===== config.mk =====
export PLATFORM = sky130hd
export DESIGN_NAME = axi3_channel_buffer_flat
export DESIGN_NICKNAME = d
export VERILOG_FILES = /design/src/rtl/axi3_pkg.sv /design/src/rtl/axi3_if.sv /design/src/rtl/axi_chan_fifo.sv /design/src/rtl/axi3_channel_buffer.sv /design/src/flat_wrapper.sv
export SDC_FILE = /design/constraint.sdc
export NUM_CORES = 1
export LEC_CHECK = 0
export BUFFER_PORTS_ARGS = -buffer_cell sky130_fd_sc_hd__buf_2
export CAP_MARGIN = 20
export CORE_MARGIN = 2
export CORE_UTILIZATION = 25
export CTS_CLUSTER_DIAMETER = 150
export DETAILED_ROUTE_END_ITERATION = 8
export GPL_ROUTABILITY_DRIVEN = 0
export RECOVER_POWER = 50
export SLEW_MARGIN = 20
export SYNTH_ARGS = -nofsm -noshare
export SYNTH_HDL_FRONTEND = slang
export SYNTH_SLANG_ARGS = --single-unit

===== constraint.sdc =====
create_clock -name ACLK -period 3.3 [get_ports ACLK]
set_clock_uncertainty 0.05 [all_clocks]
set_input_delay 0.66 -clock ACLK [delete_from_list [all_inputs] [get_ports ACLK]]
set_output_delay 0.66 -clock ACLK [all_outputs]
set_load 0.02 [all_outputs]

===== src/rtl/axi3_pkg.sv =====
`default_nettype none
// +-----------------------------------------------------------------------+
// | Module   : axi3_pkg                                                   |
// | Purpose  : AXI3 field types, low-power FSM states, payload widths.    |
// | Revision : 1.0                                                        |
// +-----------------------------------------------------------------------+
package axi3_pkg;

    typedef enum logic [1:0] {
        BURST_FIXED = 2'b00,
        BURST_INCR  = 2'b01,
        BURST_WRAP  = 2'b10,
        BURST_RSVD  = 2'b11
    } burst_t;

    typedef enum logic [1:0] {
        RESP_OKAY   = 2'b00,
        RESP_EXOKAY = 2'b01,
        RESP_SLVERR = 2'b10,
        RESP_DECERR = 2'b11
    } resp_t;

    typedef enum logic [1:0] {
        LOCK_NORMAL = 2'b00,
        LOCK_EXCL   = 2'b01,
        LOCK_LOCKED = 2'b10,
        LOCK_RSVD   = 2'b11
    } lock_t;

    typedef enum logic [1:0] {
        RUN    = 2'b00,
        DRAIN  = 2'b01,
        LOWPWR = 2'b10,
        WAKE   = 2'b11
    } lp_state_t;

    // len(4) + size(3) + burst(2) + lock(2) + cache(4) + prot(3)
    localparam int unsigned c_AX_CTRL_BITS = 18;

    function automatic int unsigned aw_bits(input int unsigned addr_w, input int unsigned id_w);
        return id_w + addr_w + c_AX_CTRL_BITS;
    endfunction

    function automatic int unsigned ar_bits(input int unsigned addr_w, input int unsigned id_w);
        return id_w + addr_w + c_AX_CTRL_BITS;
    endfunction

    function automatic int unsigned w_bits(input int unsigned n_bytes, input int unsigned id_w);
        return id_w + 9 * n_bytes + 1;
    endfunction

    function automatic int unsigned b_bits(input int unsigned id_w);
        return id_w + 2;
    endfunction

    function automatic int unsigned r_bits(input int unsigned n_bytes, input int unsigned id_w);
        return id_w + 8 * n_bytes + 3;
    endfunction

endpackage
`default_nettype wire


===== src/rtl/axi3_if.sv =====
`default_nettype none
// +-----------------------------------------------------------------------+
// | Module   : axi3_if                                                    |
// | Purpose  : AXI3 five-channel bundle plus low-power handshake signals. |
// | Revision : 1.0                                                        |
// +-----------------------------------------------------------------------+
interface axi3_if
    import axi3_pkg::*;
#(
    parameter int unsigned N_BYTES    = 4,
    parameter int unsigned ADDR_WIDTH = 12,
    parameter int unsigned ID_WIDTH   = 4
) ();
    logic [ID_WIDTH-1:0]   AWID;
    logic [ADDR_WIDTH-1:0] AWADDR;
    logic [3:0]            AWLEN;
    logic [2:0]            AWSIZE;
    burst_t                AWBURST;
    lock_t                 AWLOCK;
    logic [3:0]            AWCACHE;
    logic [2:0]            AWPROT;
    logic                  AWVALID;
    logic                  AWREADY;

    logic [ID_WIDTH-1:0]   WID;
    logic [8*N_BYTES-1:0]  WDATA;
    logic [N_BYTES-1:0]    WSTRB;
    logic                  WLAST;
    logic                  WVALID;
    logic                  WREADY;

    logic [ID_WIDTH-1:0]   BID;
    resp_t                 BRESP;
    logic                  BVALID;
    logic                  BREADY;

    logic [ID_WIDTH-1:0]   ARID;
    logic [ADDR_WIDTH-1:0] ARADDR;
    logic [3:0]            ARLEN;
    logic [2:0]            ARSIZE;
    burst_t                ARBURST;
    lock_t                 ARLOCK;
    logic [3:0]            ARCACHE;
    logic [2:0]            ARPROT;
    logic                  ARVALID;
    logic                  ARREADY;

    logic [ID_WIDTH-1:0]   RID;
    logic [8*N_BYTES-1:0]  RDATA;
    resp_t                 RRESP;
    logic                  RLAST;
    logic                  RVALID;
    logic                  RREADY;

    logic                  CSYSREQ;
    logic                  CSYSACK;
    logic                  CSYSACTIVE;

    modport slave (
        input  AWID, AWADDR, AWLEN, AWSIZE, AWBURST, AWLOCK, AWCACHE, AWPROT, AWVALID,
        output AWREADY,
        input  WID, WDATA, WSTRB, WLAST, WVALID,
        output WREADY,
        output BID, BRESP, BVALID,
        input  BREADY,
        input  ARID, ARADDR, ARLEN, ARSIZE, ARBURST, ARLOCK, ARCACHE, ARPROT, ARVALID,
        output ARREADY,
        output RID, RDATA, RRESP, RLAST, RVALID,
        input  RREADY
    );

    modport master (
        output AWID, AWADDR, AWLEN, AWSIZE, AWBURST, AWLOCK, AWCACHE, AWPROT, AWVALID,
        input  AWREADY,
        output WID, WDATA, WSTRB, WLAST, WVALID,
        input  WREADY,
        input  BID, BRESP, BVALID,
        output BREADY,
        output ARID, ARADDR, ARLEN, ARSIZE, ARBURST, ARLOCK, ARCACHE, ARPROT, ARVALID,
        input  ARREADY,
        input  RID, RDATA, RRESP, RLAST, RVALID,
        output RREADY
    );

    modport peripheral (
        input  CSYSREQ,
        output CSYSACK, CSYSACTIVE
    );

endinterface
`default_nettype wire


===== src/rtl/axi_chan_fifo.sv =====
`default_nettype none
// +-----------------------------------------------------------------------+
// | Module   : axi_chan_fifo                                              |
// | Purpose  : valid/ready buffer: DEPTH 0 wire, 1 skid slice, else FIFO. |
// | Revision : 1.0                                                        |
// +-----------------------------------------------------------------------+
module axi_chan_fifo #(
    parameter int unsigned WIDTH = 8,
    parameter int unsigned DEPTH = 2
) (
    input  logic             clk,
    input  logic             rst_n,
    input  logic             i_valid,
    output logic             o_ready,
    input  logic [WIDTH-1:0] i_data,
    output logic             o_valid,
    input  logic             i_ready,
    output logic [WIDTH-1:0] o_data,
    output logic             o_empty
);

    generate
        if (DEPTH == 0) begin : g_wire
            assign o_valid = i_valid;
            assign o_ready = i_ready;
            assign o_data  = i_data;
            assign o_empty = 1'b1;
        end else if (DEPTH == 1) begin : g_slice
            logic [WIDTH-1:0] data_q, data_d, skid_q, skid_d;
            logic             valid_q, valid_d, skid_valid_q, skid_valid_d, ready_q, ready_d;

            // Skid register absorbs the beat accepted while the output stalls,
            // which keeps READY registered without losing throughput.
            always_comb begin
                data_d       = data_q;
                valid_d      = valid_q;
                skid_d       = skid_q;
                skid_valid_d = skid_valid_q;
                if (!valid_q || i_ready) begin
                    if (skid_valid_q) begin
                        data_d       = skid_q;
                        valid_d      = 1'b1;
                        skid_valid_d = 1'b0;
                    end else begin
                        data_d  = i_data;
                        valid_d = i_valid && ready_q;
                    end
                end else if (i_valid && ready_q) begin
                    skid_d       = i_data;
                    skid_valid_d = 1'b1;
                end
                ready_d = !skid_valid_d;
            end

            always_ff @(posedge clk or negedge rst_n) begin
                if (!rst_n) begin
                    data_q       <= '0;
                    skid_q       <= '0;
                    valid_q      <= 1'b0;
                    skid_valid_q <= 1'b0;
                    ready_q      <= 1'b0;
                end else begin
                    data_q       <= data_d;
                    skid_q       <= skid_d;
                    valid_q      <= valid_d;
                    skid_valid_q <= skid_valid_d;
                    ready_q      <= ready_d;
                end
            end

            assign o_valid = valid_q;
            assign o_ready = ready_q;
            assign o_data  = data_q;
            assign o_empty = !valid_q && !skid_valid_q;
        end else begin : g_fifo
            localparam int unsigned     c_PTR_W = $clog2(DEPTH);
            localparam logic [c_PTR_W:0] c_FULL = (c_PTR_W + 1)'(DEPTH);

            logic [WIDTH-1:0]   mem_q [DEPTH];
            logic [WIDTH-1:0]   mem_d [DEPTH];
            logic [c_PTR_W-1:0] wr_ptr_q, wr_ptr_d, rd_ptr_q, rd_ptr_d;
            logic [c_PTR_W:0]   count_q, count_d;
            logic               init_q, init_d;
            logic               w_push, w_pop;

            // init_q holds READY low through reset and rises one edge after release.
            assign o_ready = init_q && (count_q != c_FULL);
            assign o_valid = (count_q != '0);
            assign o_data  = mem_q[rd_ptr_q];
            assign o_empty = (count_q == '0);
            assign w_push  = i_valid && o_ready;
            assign w_pop   = o_valid && i_ready;

            always_comb begin
                mem_d    = mem_q;
                wr_ptr_d = wr_ptr_q;
                rd_ptr_d = rd_ptr_q;
                count_d  = count_q;
                init_d   = 1'b1;
                if (w_push) begin
                    mem_d[wr_ptr_q] = i_data;
                    wr_ptr_d        = wr_ptr_q + 1'b1;
                end
                if (w_pop) begin
                    rd_ptr_d = rd_ptr_q + 1'b1;
                end
                if (w_push && !w_pop) begin
                    count_d = count_q + 1'b1;
                end else if (w_pop && !w_push) begin
                    count_d = count_q - 1'b1;
                end
            end

            always_ff @(posedge clk or negedge rst_n) begin
                if (!rst_n) begin
                    wr_ptr_q <= '0;
                    rd_ptr_q <= '0;
                    count_q  <= '0;
                    init_q   <= 1'b0;
                end else begin
                    wr_ptr_q <= wr_ptr_d;
                    rd_ptr_q <= rd_ptr_d;
                    count_q  <= count_d;
                    init_q   <= init_d;
                end
            end

            always_ff @(posedge clk) begin
                mem_q <= mem_d;
            end
        end
    endgenerate

endmodule
`default_nettype wire


===== src/rtl/axi3_channel_buffer.sv =====
`default_nettype none
// +-----------------------------------------------------------------------+
// | Module   : axi3_channel_buffer                                        |
// | Purpose  : per-channel AXI3 elastic buffer; AXI3_BUF_LOWPOWER_EN adds |
// |            outstanding counters and a CSYSREQ/CSYSACK drain FSM.      |
// | Revision : 1.0                                                        |
// +-----------------------------------------------------------------------+
module axi3_channel_buffer
    import axi3_pkg::*;
#(
    parameter int unsigned N_BYTES    = 4,
    parameter int unsigned ADDR_WIDTH = 12,
    parameter int unsigned ID_WIDTH   = 4,
    parameter int unsigned AW_DEPTH   = 2,
    parameter int unsigned W_DEPTH    = 2,
    parameter int unsigned B_DEPTH    = 2,
    parameter int unsigned AR_DEPTH   = 2,
    parameter int unsigned R_DEPTH    = 2,
    parameter int unsigned MAX_OUTST  = 16
) (
    input  logic       ACLK,
    input  logic       ARESETn,
    axi3_if.slave      s_axi,
    axi3_if.master     m_axi,
    output logic       idle
`ifdef AXI3_BUF_LOWPOWER_EN
    ,
    axi3_if.peripheral lp
`endif
);

    typedef struct packed {
        logic [ID_WIDTH-1:0]   id;
        logic [ADDR_WIDTH-1:0] addr;
        logic [3:0]            len;
        logic [2:0]            size;
        burst_t                burst;
        lock_t                 lock;
        logic [3:0]            cache;
        logic [2:0]            prot;
    } ax_t;

    typedef struct packed {
        logic [ID_WIDTH-1:0]  id;
        logic [8*N_BYTES-1:0] data;
        logic [N_BYTES-1:0]   strb;
        logic                 last;
    } w_t;

    typedef struct packed {
        logic [ID_WIDTH-1:0] id;
        resp_t               resp;
    } b_t;

    typedef struct packed {
        logic [ID_WIDTH-1:0]  id;
        logic [8*N_BYTES-1:0] data;
        resp_t                resp;
        logic                 last;
    } r_t;

    ax_t        w_aw_in, w_aw_out, w_ar_in, w_ar_out;
    w_t         w_w_in, w_w_out;
    b_t         w_b_in, w_b_out;
    r_t         w_r_in, w_r_out;
    logic       w_aw_fifo_ready, w_ar_fifo_ready, w_aw_accept, w_ar_accept;
    logic [4:0] w_empty;
    logic       w_fifos_empty;

    assign w_aw_in = '{id: s_axi.AWID, addr: s_axi.AWADDR, len: s_axi.AWLEN, size: s_axi.AWSIZE,
                       burst: s_axi.AWBURST, lock: s_axi.AWLOCK, cache: s_axi.AWCACHE, prot: s_axi.AWPROT};
    assign w_ar_in = '{id: s_axi.ARID, addr: s_axi.ARADDR, len: s_axi.ARLEN, size: s_axi.ARSIZE,
                       burst: s_axi.ARBURST, lock: s_axi.ARLOCK, cache: s_axi.ARCACHE, prot: s_axi.ARPROT};
    assign w_w_in  = '{id: s_axi.WID, data: s_axi.WDATA, strb: s_axi.WSTRB, last: s_axi.WLAST};
    assign w_b_in  = '{id: m_axi.BID, resp: m_axi.BRESP};
    assign w_r_in  = '{id: m_axi.RID, data: m_axi.RDATA, resp: m_axi.RRESP, last: m_axi.RLAST};

    assign m_axi.AWID    = w_aw_out.id;
    assign m_axi.AWADDR  = w_aw_out.addr;
    assign m_axi.AWLEN   = w_aw_out.len;
    assign m_axi.AWSIZE  = w_aw_out.size;
    assign m_axi.AWBURST = w_aw_out.burst;
    assign m_axi.AWLOCK  = w_aw_out.lock;
    assign m_axi.AWCACHE = w_aw_out.cache;
    assign m_axi.AWPROT  = w_aw_out.prot;
    assign m_axi.ARID    = w_ar_out.id;
    assign m_axi.ARADDR  = w_ar_out.addr;
    assign m_axi.ARLEN   = w_ar_out.len;
    assign m_axi.ARSIZE  = w_ar_out.size;
    assign m_axi.ARBURST = w_ar_out.burst;
    assign m_axi.ARLOCK  = w_ar_out.lock;
    assign m_axi.ARCACHE = w_ar_out.cache;
    assign m_axi.ARPROT  = w_ar_out.prot;
    assign m_axi.WID     = w_w_out.id;
    assign m_axi.WDATA   = w_w_out.data;
    assign m_axi.WSTRB   = w_w_out.strb;
    assign m_axi.WLAST   = w_w_out.last;
    assign s_axi.BID     = w_b_out.id;
    assign s_axi.BRESP   = w_b_out.resp;
    assign s_axi.RID     = w_r_out.id;
    assign s_axi.RDATA   = w_r_out.data;
    assign s_axi.RRESP   = w_r_out.resp;
    assign s_axi.RLAST   = w_r_out.last;

    // Address channels are gated at the input so a held-off request never enters the buffer.
    assign s_axi.AWREADY = w_aw_fifo_ready && w_aw_accept;
    assign s_axi.ARREADY = w_ar_fifo_ready && w_ar_accept;
    assign w_fifos_empty = &w_empty;

    axi_chan_fifo #(.WIDTH(aw_bits(ADDR_WIDTH, ID_WIDTH)), .DEPTH(AW_DEPTH)) u_aw_fifo (
        .clk(ACLK), .rst_n(ARESETn), .i_valid(s_axi.AWVALID && w_aw_accept), .o_ready(w_aw_fifo_ready),
        .i_data(w_aw_in), .o_valid(m_axi.AWVALID), .i_ready(m_axi.AWREADY), .o_data(w_aw_out), .o_empty(w_empty[0]));

    axi_chan_fifo #(.WIDTH(w_bits(N_BYTES, ID_WIDTH)), .DEPTH(W_DEPTH)) u_w_fifo (
        .clk(ACLK), .rst_n(ARESETn), .i_valid(s_axi.WVALID), .o_ready(s_axi.WREADY),
        .i_data(w_w_in), .o_valid(m_axi.WVALID), .i_ready(m_axi.WREADY), .o_data(w_w_out), .o_empty(w_empty[1]));

    axi_chan_fifo #(.WIDTH(b_bits(ID_WIDTH)), .DEPTH(B_DEPTH)) u_b_fifo (
        .clk(ACLK), .rst_n(ARESETn), .i_valid(m_axi.BVALID), .o_ready(m_axi.BREADY),
        .i_data(w_b_in), .o_valid(s_axi.BVALID), .i_ready(s_axi.BREADY), .o_data(w_b_out), .o_empty(w_empty[2]));

    axi_chan_fifo #(.WIDTH(ar_bits(ADDR_WIDTH, ID_WIDTH)), .DEPTH(AR_DEPTH)) u_ar_fifo (
        .clk(ACLK), .rst_n(ARESETn), .i_valid(s_axi.ARVALID && w_ar_accept), .o_ready(w_ar_fifo_ready),
        .i_data(w_ar_in), .o_valid(m_axi.ARVALID), .i_ready(m_axi.ARREADY), .o_data(w_ar_out), .o_empty(w_empty[3]));

    axi_chan_fifo #(.WIDTH(r_bits(N_BYTES, ID_WIDTH)), .DEPTH(R_DEPTH)) u_r_fifo (
        .clk(ACLK), .rst_n(ARESETn), .i_valid(m_axi.RVALID), .o_ready(m_axi.RREADY),
        .i_data(w_r_in), .o_valid(s_axi.RVALID), .i_ready(s_axi.RREADY), .o_data(w_r_out), .o_empty(w_empty[4]));

`ifdef AXI3_BUF_LOWPOWER_EN
    localparam int unsigned           c_OUTST_W   = $clog2(MAX_OUTST + 1);
    localparam logic [c_OUTST_W-1:0] c_OUTST_MAX = c_OUTST_W'(MAX_OUTST);

    lp_state_t            state_q, state_d;
    logic [c_OUTST_W-1:0] wr_outst_q, wr_outst_d, rd_outst_q, rd_outst_d;
    logic                 w_aw_hs, w_b_hs, w_ar_hs, w_rlast_hs, w_sys_ack;

    // Transactions are counted on the downstream side, where they are really in flight.
    assign w_aw_hs    = m_axi.AWVALID && m_axi.AWREADY;
    assign w_b_hs     = m_axi.BVALID && m_axi.BREADY;
    assign w_ar_hs    = m_axi.ARVALID && m_axi.ARREADY;
    assign w_rlast_hs = m_axi.RVALID && m_axi.RREADY && m_axi.RLAST;
    assign idle       = w_fifos_empty && (wr_outst_q == '0) && (rd_outst_q == '0);
    assign lp.CSYSACK    = w_sys_ack;
    assign lp.CSYSACTIVE = w_sys_ack;

    always_comb begin
        state_d     = state_q;
        wr_outst_d  = wr_outst_q;
        rd_outst_d  = rd_outst_q;
        w_sys_ack   = (state_q != LOWPWR);
        w_aw_accept = (state_q == RUN) && (wr_outst_q != c_OUTST_MAX);
        w_ar_accept = (state_q == RUN) && (rd_outst_q != c_OUTST_MAX);
        if (w_aw_hs && !w_b_hs && wr_outst_q != c_OUTST_MAX) begin
            wr_outst_d = wr_outst_q + 1'b1;
        end else if (w_b_hs && !w_aw_hs && wr_outst_q != '0) begin
            wr_outst_d = wr_outst_q - 1'b1;
        end
        if (w_ar_hs && !w_rlast_hs && rd_outst_q != c_OUTST_MAX) begin
            rd_outst_d = rd_outst_q + 1'b1;
        end else if (w_rlast_hs && !w_ar_hs && rd_outst_q != '0) begin
            rd_outst_d = rd_outst_q - 1'b1;
        end
        case (state_q)
            RUN:     if (!lp.CSYSREQ) state_d = DRAIN;
            DRAIN:   if (idle)        state_d = LOWPWR;
            LOWPWR:  if (lp.CSYSREQ)  state_d = WAKE;
            default:                  state_d = RUN;
        endcase
    end

    always_ff @(posedge ACLK or negedge ARESETn) begin
        if (!ARESETn) begin
            state_q    <= RUN;
            wr_outst_q <= '0;
            rd_outst_q <= '0;
        end else begin
            state_q    <= state_d;
            wr_outst_q <= wr_outst_d;
            rd_outst_q <= rd_outst_d;
        end
    end
`else
    assign w_aw_accept = 1'b1;
    assign w_ar_accept = 1'b1;
    assign idle        = w_fifos_empty;
`endif

endmodule
`default_nettype wire

===== src/flat_wrapper.sv =====
// flat-port wrapper written by rule: the top's interface ports become plain ports
module axi3_channel_buffer_flat import axi3_pkg::*;
#(
    parameter int unsigned N_BYTES    = 4,
    parameter int unsigned ADDR_WIDTH = 12,
    parameter int unsigned ID_WIDTH   = 4,
    parameter int unsigned AW_DEPTH   = 2,
    parameter int unsigned W_DEPTH    = 2,
    parameter int unsigned B_DEPTH    = 2,
    parameter int unsigned AR_DEPTH   = 2,
    parameter int unsigned R_DEPTH    = 2,
    parameter int unsigned MAX_OUTST  = 16
)
  (ACLK, ARESETn, idle, s_axi_AWID, s_axi_AWADDR, s_axi_AWLEN, s_axi_AWSIZE, s_axi_AWBURST, s_axi_AWLOCK, s_axi_AWCACHE, s_axi_AWPROT, s_axi_AWVALID, s_axi_AWREADY, s_axi_WID, s_axi_WDATA, s_axi_WSTRB, s_axi_WLAST, s_axi_WVALID, s_axi_WREADY, s_axi_BID, s_axi_BRESP, s_axi_BVALID, s_axi_BREADY, s_axi_ARID, s_axi_ARADDR, s_axi_ARLEN, s_axi_ARSIZE, s_axi_ARBURST, s_axi_ARLOCK, s_axi_ARCACHE, s_axi_ARPROT, s_axi_ARVALID, s_axi_ARREADY, s_axi_RID, s_axi_RDATA, s_axi_RRESP, s_axi_RLAST, s_axi_RVALID, s_axi_RREADY, m_axi_AWID, m_axi_AWADDR, m_axi_AWLEN, m_axi_AWSIZE, m_axi_AWBURST, m_axi_AWLOCK, m_axi_AWCACHE, m_axi_AWPROT, m_axi_AWVALID, m_axi_AWREADY, m_axi_WID, m_axi_WDATA, m_axi_WSTRB, m_axi_WLAST, m_axi_WVALID, m_axi_WREADY, m_axi_BID, m_axi_BRESP, m_axi_BVALID, m_axi_BREADY, m_axi_ARID, m_axi_ARADDR, m_axi_ARLEN, m_axi_ARSIZE, m_axi_ARBURST, m_axi_ARLOCK, m_axi_ARCACHE, m_axi_ARPROT, m_axi_ARVALID, m_axi_ARREADY, m_axi_RID, m_axi_RDATA, m_axi_RRESP, m_axi_RLAST, m_axi_RVALID, m_axi_RREADY);
  axi3_if #(.N_BYTES(N_BYTES), .ADDR_WIDTH(ADDR_WIDTH), .ID_WIDTH(ID_WIDTH)) s_axi_i ();
  axi3_if #(.N_BYTES(N_BYTES), .ADDR_WIDTH(ADDR_WIDTH), .ID_WIDTH(ID_WIDTH)) m_axi_i ();
  input  logic ACLK;
  input  logic ARESETn;
  output logic idle;
  input wire logic [$bits(s_axi_i.AWID)-1:0] s_axi_AWID;
  input wire logic [$bits(s_axi_i.AWADDR)-1:0] s_axi_AWADDR;
  input wire logic [$bits(s_axi_i.AWLEN)-1:0] s_axi_AWLEN;
  input wire logic [$bits(s_axi_i.AWSIZE)-1:0] s_axi_AWSIZE;
  input wire logic [$bits(s_axi_i.AWBURST)-1:0] s_axi_AWBURST;
  input wire logic [$bits(s_axi_i.AWLOCK)-1:0] s_axi_AWLOCK;
  input wire logic [$bits(s_axi_i.AWCACHE)-1:0] s_axi_AWCACHE;
  input wire logic [$bits(s_axi_i.AWPROT)-1:0] s_axi_AWPROT;
  input wire logic [$bits(s_axi_i.AWVALID)-1:0] s_axi_AWVALID;
  output wire logic [$bits(s_axi_i.AWREADY)-1:0] s_axi_AWREADY;
  input wire logic [$bits(s_axi_i.WID)-1:0] s_axi_WID;
  input wire logic [$bits(s_axi_i.WDATA)-1:0] s_axi_WDATA;
  input wire logic [$bits(s_axi_i.WSTRB)-1:0] s_axi_WSTRB;
  input wire logic [$bits(s_axi_i.WLAST)-1:0] s_axi_WLAST;
  input wire logic [$bits(s_axi_i.WVALID)-1:0] s_axi_WVALID;
  output wire logic [$bits(s_axi_i.WREADY)-1:0] s_axi_WREADY;
  output wire logic [$bits(s_axi_i.BID)-1:0] s_axi_BID;
  output wire logic [$bits(s_axi_i.BRESP)-1:0] s_axi_BRESP;
  output wire logic [$bits(s_axi_i.BVALID)-1:0] s_axi_BVALID;
  input wire logic [$bits(s_axi_i.BREADY)-1:0] s_axi_BREADY;
  input wire logic [$bits(s_axi_i.ARID)-1:0] s_axi_ARID;
  input wire logic [$bits(s_axi_i.ARADDR)-1:0] s_axi_ARADDR;
  input wire logic [$bits(s_axi_i.ARLEN)-1:0] s_axi_ARLEN;
  input wire logic [$bits(s_axi_i.ARSIZE)-1:0] s_axi_ARSIZE;
  input wire logic [$bits(s_axi_i.ARBURST)-1:0] s_axi_ARBURST;
  input wire logic [$bits(s_axi_i.ARLOCK)-1:0] s_axi_ARLOCK;
  input wire logic [$bits(s_axi_i.ARCACHE)-1:0] s_axi_ARCACHE;
  input wire logic [$bits(s_axi_i.ARPROT)-1:0] s_axi_ARPROT;
  input wire logic [$bits(s_axi_i.ARVALID)-1:0] s_axi_ARVALID;
  output wire logic [$bits(s_axi_i.ARREADY)-1:0] s_axi_ARREADY;
  output wire logic [$bits(s_axi_i.RID)-1:0] s_axi_RID;
  output wire logic [$bits(s_axi_i.RDATA)-1:0] s_axi_RDATA;
  output wire logic [$bits(s_axi_i.RRESP)-1:0] s_axi_RRESP;
  output wire logic [$bits(s_axi_i.RLAST)-1:0] s_axi_RLAST;
  output wire logic [$bits(s_axi_i.RVALID)-1:0] s_axi_RVALID;
  input wire logic [$bits(s_axi_i.RREADY)-1:0] s_axi_RREADY;
  output wire logic [$bits(m_axi_i.AWID)-1:0] m_axi_AWID;
  output wire logic [$bits(m_axi_i.AWADDR)-1:0] m_axi_AWADDR;
  output wire logic [$bits(m_axi_i.AWLEN)-1:0] m_axi_AWLEN;
  output wire logic [$bits(m_axi_i.AWSIZE)-1:0] m_axi_AWSIZE;
  output wire logic [$bits(m_axi_i.AWBURST)-1:0] m_axi_AWBURST;
  output wire logic [$bits(m_axi_i.AWLOCK)-1:0] m_axi_AWLOCK;
  output wire logic [$bits(m_axi_i.AWCACHE)-1:0] m_axi_AWCACHE;
  output wire logic [$bits(m_axi_i.AWPROT)-1:0] m_axi_AWPROT;
  output wire logic [$bits(m_axi_i.AWVALID)-1:0] m_axi_AWVALID;
  input wire logic [$bits(m_axi_i.AWREADY)-1:0] m_axi_AWREADY;
  output wire logic [$bits(m_axi_i.WID)-1:0] m_axi_WID;
  output wire logic [$bits(m_axi_i.WDATA)-1:0] m_axi_WDATA;
  output wire logic [$bits(m_axi_i.WSTRB)-1:0] m_axi_WSTRB;
  output wire logic [$bits(m_axi_i.WLAST)-1:0] m_axi_WLAST;
  output wire logic [$bits(m_axi_i.WVALID)-1:0] m_axi_WVALID;
  input wire logic [$bits(m_axi_i.WREADY)-1:0] m_axi_WREADY;
  input wire logic [$bits(m_axi_i.BID)-1:0] m_axi_BID;
  input wire logic [$bits(m_axi_i.BRESP)-1:0] m_axi_BRESP;
  input wire logic [$bits(m_axi_i.BVALID)-1:0] m_axi_BVALID;
  output wire logic [$bits(m_axi_i.BREADY)-1:0] m_axi_BREADY;
  output wire logic [$bits(m_axi_i.ARID)-1:0] m_axi_ARID;
  output wire logic [$bits(m_axi_i.ARADDR)-1:0] m_axi_ARADDR;
  output wire logic [$bits(m_axi_i.ARLEN)-1:0] m_axi_ARLEN;
  output wire logic [$bits(m_axi_i.ARSIZE)-1:0] m_axi_ARSIZE;
  output wire logic [$bits(m_axi_i.ARBURST)-1:0] m_axi_ARBURST;
  output wire logic [$bits(m_axi_i.ARLOCK)-1:0] m_axi_ARLOCK;
  output wire logic [$bits(m_axi_i.ARCACHE)-1:0] m_axi_ARCACHE;
  output wire logic [$bits(m_axi_i.ARPROT)-1:0] m_axi_ARPROT;
  output wire logic [$bits(m_axi_i.ARVALID)-1:0] m_axi_ARVALID;
  input wire logic [$bits(m_axi_i.ARREADY)-1:0] m_axi_ARREADY;
  input wire logic [$bits(m_axi_i.RID)-1:0] m_axi_RID;
  input wire logic [$bits(m_axi_i.RDATA)-1:0] m_axi_RDATA;
  input wire logic [$bits(m_axi_i.RRESP)-1:0] m_axi_RRESP;
  input wire logic [$bits(m_axi_i.RLAST)-1:0] m_axi_RLAST;
  input wire logic [$bits(m_axi_i.RVALID)-1:0] m_axi_RVALID;
  output wire logic [$bits(m_axi_i.RREADY)-1:0] m_axi_RREADY;
  assign s_axi_i.AWID = s_axi_AWID;
  assign s_axi_i.AWADDR = s_axi_AWADDR;
  assign s_axi_i.AWLEN = s_axi_AWLEN;
  assign s_axi_i.AWSIZE = s_axi_AWSIZE;
  assign s_axi_i.AWBURST = s_axi_AWBURST;
  assign s_axi_i.AWLOCK = s_axi_AWLOCK;
  assign s_axi_i.AWCACHE = s_axi_AWCACHE;
  assign s_axi_i.AWPROT = s_axi_AWPROT;
  assign s_axi_i.AWVALID = s_axi_AWVALID;
  assign s_axi_AWREADY = s_axi_i.AWREADY;
  assign s_axi_i.WID = s_axi_WID;
  assign s_axi_i.WDATA = s_axi_WDATA;
  assign s_axi_i.WSTRB = s_axi_WSTRB;
  assign s_axi_i.WLAST = s_axi_WLAST;
  assign s_axi_i.WVALID = s_axi_WVALID;
  assign s_axi_WREADY = s_axi_i.WREADY;
  assign s_axi_BID = s_axi_i.BID;
  assign s_axi_BRESP = s_axi_i.BRESP;
  assign s_axi_BVALID = s_axi_i.BVALID;
  assign s_axi_i.BREADY = s_axi_BREADY;
  assign s_axi_i.ARID = s_axi_ARID;
  assign s_axi_i.ARADDR = s_axi_ARADDR;
  assign s_axi_i.ARLEN = s_axi_ARLEN;
  assign s_axi_i.ARSIZE = s_axi_ARSIZE;
  assign s_axi_i.ARBURST = s_axi_ARBURST;
  assign s_axi_i.ARLOCK = s_axi_ARLOCK;
  assign s_axi_i.ARCACHE = s_axi_ARCACHE;
  assign s_axi_i.ARPROT = s_axi_ARPROT;
  assign s_axi_i.ARVALID = s_axi_ARVALID;
  assign s_axi_ARREADY = s_axi_i.ARREADY;
  assign s_axi_RID = s_axi_i.RID;
  assign s_axi_RDATA = s_axi_i.RDATA;
  assign s_axi_RRESP = s_axi_i.RRESP;
  assign s_axi_RLAST = s_axi_i.RLAST;
  assign s_axi_RVALID = s_axi_i.RVALID;
  assign s_axi_i.RREADY = s_axi_RREADY;
  assign m_axi_AWID = m_axi_i.AWID;
  assign m_axi_AWADDR = m_axi_i.AWADDR;
  assign m_axi_AWLEN = m_axi_i.AWLEN;
  assign m_axi_AWSIZE = m_axi_i.AWSIZE;
  assign m_axi_AWBURST = m_axi_i.AWBURST;
  assign m_axi_AWLOCK = m_axi_i.AWLOCK;
  assign m_axi_AWCACHE = m_axi_i.AWCACHE;
  assign m_axi_AWPROT = m_axi_i.AWPROT;
  assign m_axi_AWVALID = m_axi_i.AWVALID;
  assign m_axi_i.AWREADY = m_axi_AWREADY;
  assign m_axi_WID = m_axi_i.WID;
  assign m_axi_WDATA = m_axi_i.WDATA;
  assign m_axi_WSTRB = m_axi_i.WSTRB;
  assign m_axi_WLAST = m_axi_i.WLAST;
  assign m_axi_WVALID = m_axi_i.WVALID;
  assign m_axi_i.WREADY = m_axi_WREADY;
  assign m_axi_i.BID = m_axi_BID;
  assign m_axi_i.BRESP = m_axi_BRESP;
  assign m_axi_i.BVALID = m_axi_BVALID;
  assign m_axi_BREADY = m_axi_i.BREADY;
  assign m_axi_ARID = m_axi_i.ARID;
  assign m_axi_ARADDR = m_axi_i.ARADDR;
  assign m_axi_ARLEN = m_axi_i.ARLEN;
  assign m_axi_ARSIZE = m_axi_i.ARSIZE;
  assign m_axi_ARBURST = m_axi_i.ARBURST;
  assign m_axi_ARLOCK = m_axi_i.ARLOCK;
  assign m_axi_ARCACHE = m_axi_i.ARCACHE;
  assign m_axi_ARPROT = m_axi_i.ARPROT;
  assign m_axi_ARVALID = m_axi_i.ARVALID;
  assign m_axi_i.ARREADY = m_axi_ARREADY;
  assign m_axi_i.RID = m_axi_RID;
  assign m_axi_i.RDATA = m_axi_RDATA;
  assign m_axi_i.RRESP = m_axi_RRESP;
  assign m_axi_i.RLAST = m_axi_RLAST;
  assign m_axi_i.RVALID = m_axi_RVALID;
  assign m_axi_RREADY = m_axi_i.RREADY;
  axi3_channel_buffer #(.N_BYTES(N_BYTES), .ADDR_WIDTH(ADDR_WIDTH), .ID_WIDTH(ID_WIDTH), .AW_DEPTH(AW_DEPTH), .W_DEPTH(W_DEPTH), .B_DEPTH(B_DEPTH), .AR_DEPTH(AR_DEPTH), .R_DEPTH(R_DEPTH), .MAX_OUTST(MAX_OUTST)) u_core (.ACLK(ACLK), .ARESETn(ARESETn), .s_axi(s_axi_i), .m_axi(m_axi_i), .idle(idle));
endmodule

Word-level counts from Yosys, hierarchy flattened:

Cells that the tools add are included.
W data, S select, Z words.

* add/sub/neg operators: 20
* multipliers: 0
* multiplexer cells: 40
* $lt $le $gt $ge: 15
* bitwise operators: 10
* reduce and logical (&&, ||, !) cells: 56
* shifts and indexed selects: 0
* divide/modulo/power cells: 0
* equality and inequality tests: 5

Operator list (number)
* $mux W34: 8
* $mux W41: 4
* $mux W39: 4
* $bwmux W68: 2
* $bwmux W82: 1
* $bwmux W78: 1
* $demux W34 S1: 2
* $demux W41 S1: 1
* $demux W39 S1: 1
* $logic_and A1 B1 Y1: 30
* $mux W6: 4
* $ge A2 B2 Y1 const B: 10
* $mux W2: 10
* $not A1 Y2: 10
* $reduce_bool A2 Y1: 10
* $bwmux W12: 1
* $add A1 B1 Y1 const B: 10
* $add A2 B1 Y2 const B: 5
* $logic_not A1 Y1: 10
* $logic_not A2 Y1: 5
* $lt A2 B1 Y1 const B: 5
* $ne A2 B2 Y1 const B: 5
* $sub A2 B1 Y2 const B: 5
* $demux W6 S1: 1
* $reduce_and A5 Y1: 1

* bits in read-only memories: 0
* memory bits (writable): 0
* output and inout port bits: 165
* latch bits: 0
* memories: 0
* logic and storage cells: 172
* bits in registers: 329

Depth between registers and ports, before layout:

* word-level depth: 7
* depth in mapped cells: 7
* mapped depth without buffers: 7

Modules after synthesis:

From an unflattened synthesis, not the netlist that was laid out.

* cell total of the unflattened synthesis: 588
* area, all modules: 12792.3 um^2

Modules (own cells, without submodules)
* axi_chan_fifo (u_core.u_ar_fifo ...): times used 2, cells an instance 127, seq. area each 2167.1 um^2, area each 2829.0 um^2
* axi_chan_fifo (u_core.u_w_fifo): times used 1, cells an instance 149, seq. area each 2587.5 um^2, area each 3378.2 um^2
* axi_chan_fifo (u_core.u_r_fifo): times used 1, cells an instance 142, seq. area each 2467.4 um^2, area each 3059.2 um^2
* axi_chan_fifo (u_core.u_b_fifo): times used 1, cells an instance 40, seq. area each 485.5 um^2, area each 684.4 um^2
* axi3_channel_buffer: times used 1, cells an instance 3, seq. area each 0.0 um^2, area each 12.5 um^2

Least setup slack after synthesis:

OpenSTA, ideal clock, no wires.

* kind: in2reg
* from: input s_axi_WVALID
* to: register u_core.u_w_fifo.g_fifo.mem_q[41] (netlist name) (enable)
* slack: 0.266 ns
* arrival time: 2.545 ns
* buffers on the path: 0
* stages on the path: 2
* data required time: 2.810 ns
* path through: o211ai_1 > nor2_1

* longest elaborated chain between the ends: 1

Ends and longest elaborated chain
* start, declared: line flat_wrapper.sv:34 `input wire logic [$bits(s_axi_i.WVALID)-1:0] s_axi_WVALID;`
* $logic_and A1 B1 Y1: line axi_chan_fifo.sv:91 `assign w_push = i_valid && o_ready;`
* end signal, assigned: line axi_chan_fifo.sv:129 `mem_q <= mem_d;`
* end, declared: line axi_chan_fifo.sv:79 `logic [WIDTH-1:0] mem_q [DEPTH];`

No other way between the ends.
A chain may end at the register's enable or synchronous reset.

Worst setup path in the final report:

* from: register u_core.u_ar_fifo.g_fifo.rd_ptr_q
* to: output m_axi_ARPROT[1]

* longest elaborated chain between the ends: 4

Ends and longest elaborated chain
* start, declared: line axi_chan_fifo.sv:81 `logic [c_PTR_W-1:0] wr_ptr_q, wr_ptr_d, rd_ptr_q, rd_ptr_d;`
* start signal, assigned: line axi_chan_fifo.sv:122 `rd_ptr_q <= rd_ptr_d;`
* $not A1 Y2 (implied by the code): line axi_chan_fifo.sv:89 `assign o_data = mem_q[rd_ptr_q];`
* $mux W34 (implied by the code) (3 in a row): line axi_chan_fifo.sv:89
* end, declared: line flat_wrapper.sv:83 `output wire logic [$bits(m_axi_i.ARPROT)-1:0] m_axi_ARPROT;`

No other way between the ends. The select of a mux whose other input is x is not followed.

==> impl_metrics.env <==
export IMPL_fin_ws_ns=0.5215
export IMPL_nFillCells=4700
export IMPL_pwr_share_clk_pct=29.3
export IMPL_design_core_area_sq_um=47850
export IMPL_final_util_pct=32.73
export IMPL_yosysUniqueCellTypes=19
export IMPL_slew_headroom_pct=8.637
export IMPL_drtIter0Drc=284
export IMPL_fin_total_pwr_mw=13.37
export IMPL_drc=0
export IMPL_critPathCaptureType="output pin"
export IMPL_outcome="completed"
export IMPL_io_pins=331
export IMPL_peakVddDrop_mv=0.5087
export IMPL_hp_class="in2reg"
export IMPL_cts_resized=0
export IMPL_dp_cells=1519
export IMPL_drt_total_wl_um=27170
export IMPL_yosysTopAreaCell="edfxtp_1"
export IMPL_gr_total_overflow=0
export IMPL_cts_clk_slew_worst_paths_ns=0.06
export IMPL_hold_viol=0
export IMPL_dieArea_sq_um=50390
export IMPL_dieHeight_um=224.5
export IMPL_root_buffer="clkbuf_16"
export IMPL_comb_power_share_pct=29.6
export IMPL_path_buf_inv=2
export IMPL_netlist_area_sq_um=12150
export IMPL_grt_pass1_wl_um=39800
export IMPL_finalSetupViolations=0
export IMPL_syn_num_nets=751
export IMPL_cp_arrival_ns=2.07
export IMPL_wl_per_cell_um=17.11
export IMPL_layout_common_cells="edfxtp_1, buf_2, mux2_2"
export IMPL_clk_latency_ns=0.54
export IMPL_grt_setup_unrepaired="false"
export IMPL_cts_tree="yes"
export IMPL_instances_no_fill=1588
export IMPL_yosys_warnings=0
export IMPL_vias=6488
export IMPL_synthesis_instances=580
export IMPL_seq_power_share_pct=41.1
export IMPL_r2r_slack_ns=0.68
export IMPL_h_tree_depth=2
export IMPL_num_rows=80
export IMPL_ys_seq_area_share_pct=80.44
export IMPL_power_internal_mw=9.079
export IMPL_max_clock_path_buffers=3
export IMPL_synthTopCellsByArea="edfxtp_1, mux2_2, dfrtp_1, xnor2_1, buf_2"
export IMPL_grt_max_degree=43
export IMPL_ys_seq_elements=329
export IMPL_final_common_cell="edfxtp_1"
export IMPL_crit_path_cell_trace="buf_4, mux2_2, buf_2"
export IMPL_finalSetupTns_ns=0
export IMPL_globalRouteTotalUtil_pct=10.46
export IMPL_drv_slew=0
export IMPL_critPathMaxStageDelay_ns=0.66
export IMPL_drtAntennaViolNets=0
export IMPL_tightest_slew_ns=1.370
export IMPL_cp_start_kind="flop"
export IMPL_grt_pass1_vias=7000
export IMPL_period_needed_ns=2.778
export IMPL_start_util_pct=25.40
export IMPL_avgSynthCellArea_sq_um=20.95
export IMPL_timing_fmax_ghz=0.3599
export IMPL_worst_ep_required_time_ns=2.59
export IMPL_cts_setup_buffers=0
export IMPL_clkSinkCount=329
export IMPL_area_delta_synth_final_pct=28.87
export IMPL_fin_crit_sh_pct=84.20
export IMPL_critPathKind="reg2out"
export IMPL_p_leak_nw=5.670
export IMPL_antenna_found_initial=3
export IMPL_p_per_area_nw_per_um2=854.0
export IMPL_via_per_inst=4.086
export IMPL_io_buffers=330
export IMPL_dp_hpwl_um=18970
export IMPL_cp_slowest_cell="dfrtp_2"
export IMPL_ctsHoldBuffers=0
export IMPL_pre_cts_ws_ns=1.039
export IMPL_cap_violations=0
export IMPL_worst_path_max_fanout=19
export IMPL_fp_dieW_um=224.5
export IMPL_fin_nets=1115
export IMPL_layout_drive_gt1_share_pct=50.62
export IMPL_switchingPower_mw=4.294
export IMPL_dr_pass1_iters=4
export IMPL_p_sw_share_pct=32.11
export IMPL_crit_family="flip-flops"
export IMPL_numCtsBuffers=38
export IMPL_synth_top_area_share_pct=76.11
[cells by family (layout without fill, tap and decap cells)]
family / Yosys count / in the layout / synth area share [%]
compound gates: 10 / 10 / 0.6179
xor+xnor: 25 / 25 / 1.802
fa+ha+maj: 5 / 5 / 0.5148
buf+inv: 29 / 421 / 1.174
flops: 329 / 329 / 80.44
mux: 154 / 154 / 14.27
other cells: 1 / 2 / 0.03086
simple gates: 27 / 27 / 1.153
[cell usage after synthesis, drive strengths merged]
cell type / count
edfxtp: 308
mux2: 154
dfrtp: 21
xnor2: 20
buf: 19
inv: 10
nor2: 10
or2: 6
and3: 5
ha: 5
nand2: 5
o211ai: 5
o21a: 5
xor2: 5
conb: 1
nor4: 1
[layout make-up]
| cell class | count | area (sq um) | share of cell area [%] |
|---|---|---|---|
| Sequential cell | 329 | 9777 | 62.43 |
| Antenna cell | 1 | 2.502 | 0.01598 |
| Timing Repair Buffer | 343 | 1657 | 10.58 |
| Clock inverter | 25 | 176.4 | 1.127 |
| Tap cell | 615 | 769.5 | 4.914 |
| Inverter | 10 | 37.54 | 0.2397 |
| Clock buffer | 43 | 991.0 | 6.328 |
| Multi-Input combinational cell | 222 | 2250 | 14.37 |
[worst register-to-register path: stages, from the launching register on]
cell and delay, ns:
dfrtp_1 0.64, o211ai_1 0.26, nor2_1 0.82, buf_4 0.49
[per-layer routing]
layer / GRT usage (%) / up-vias / wire length (um)
li1: - / 2988 / -
met1: 11.18 / 3192 / 10370
met2: 18.02 / 244 / 13330
met3: 3.867 / 62 / 2383
met4: 5.533 / 2 / 1068
met5: 0 / - / 13
[power by group through the flow]
stage / logic (mW) / registers, mW / clock network [mW]
after global placement: 4.02 / 5.56 / 0
after detailed placement: 4.05 / 5.59 / 0
final: 3.95 / 5.50 / 3.92
after CTS: 4.06 / 5.51 / 4.07
after global routing: 4.24 / 5.57 / 4.21
after floorplan: 2.83 / 5.47 / 0
[through the flow]
step	instance area (sq um)	hold slack (ns)
after detailed placement	14600	0.4464
after global placement	14600	0.4266
after global routing	15660	0.2200
after floorplan	12150	0.3144
after CTS	15760	0.03838
final	15660	0.2591
[state kept, by name, summed over array words and instances, names as in the netlist, 2 cells and up]
signal	count
u_core.u_aw_fifo.g_fifo.mem_q	68
u_core.u_r_fifo.g_fifo.mem_q	78
u_core.u_ar_fifo.g_fifo.mem_q	68
u_core.u_r_fifo.g_fifo.count_q	2
u_core.u_aw_fifo.g_fifo.count_q	2
u_core.u_b_fifo.g_fifo.mem_q	12
u_core.u_w_fifo.g_fifo.mem_q	82
u_core.u_ar_fifo.g_fifo.count_q	2
u_core.u_w_fifo.g_fifo.count_q	2
u_core.u_b_fifo.g_fifo.count_q	2
[worst paths after layout]
path | end | depth (start not counted) | startpoint
setup reg to reg | u_core.u_ar_fifo.g_fifo.mem_q[45] | 3 | u_core.u_r_fifo.g_fifo.init_q
max in group asynchronous | u_core.u_w_fifo.g_fifo.rd_ptr_q | 1 | ARESETn
setup / recovery | m_axi_ARPROT[1] | 3 | u_core.u_ar_fifo.g_fifo.rd_ptr_q
min in group asynchronous | u_core.u_r_fifo.g_fifo.rd_ptr_q | 1 | ARESETn
hold / removal | u_core.u_r_fifo.g_fifo.mem_q[57] | 1 | m_axi_RDATA[15]
hold reg to reg | u_core.u_ar_fifo.g_fifo.wr_ptr_q | 1 | u_core.u_ar_fifo.g_fifo.wr_ptr_q
Note: power is estimated with default switching activity, not from simulation.
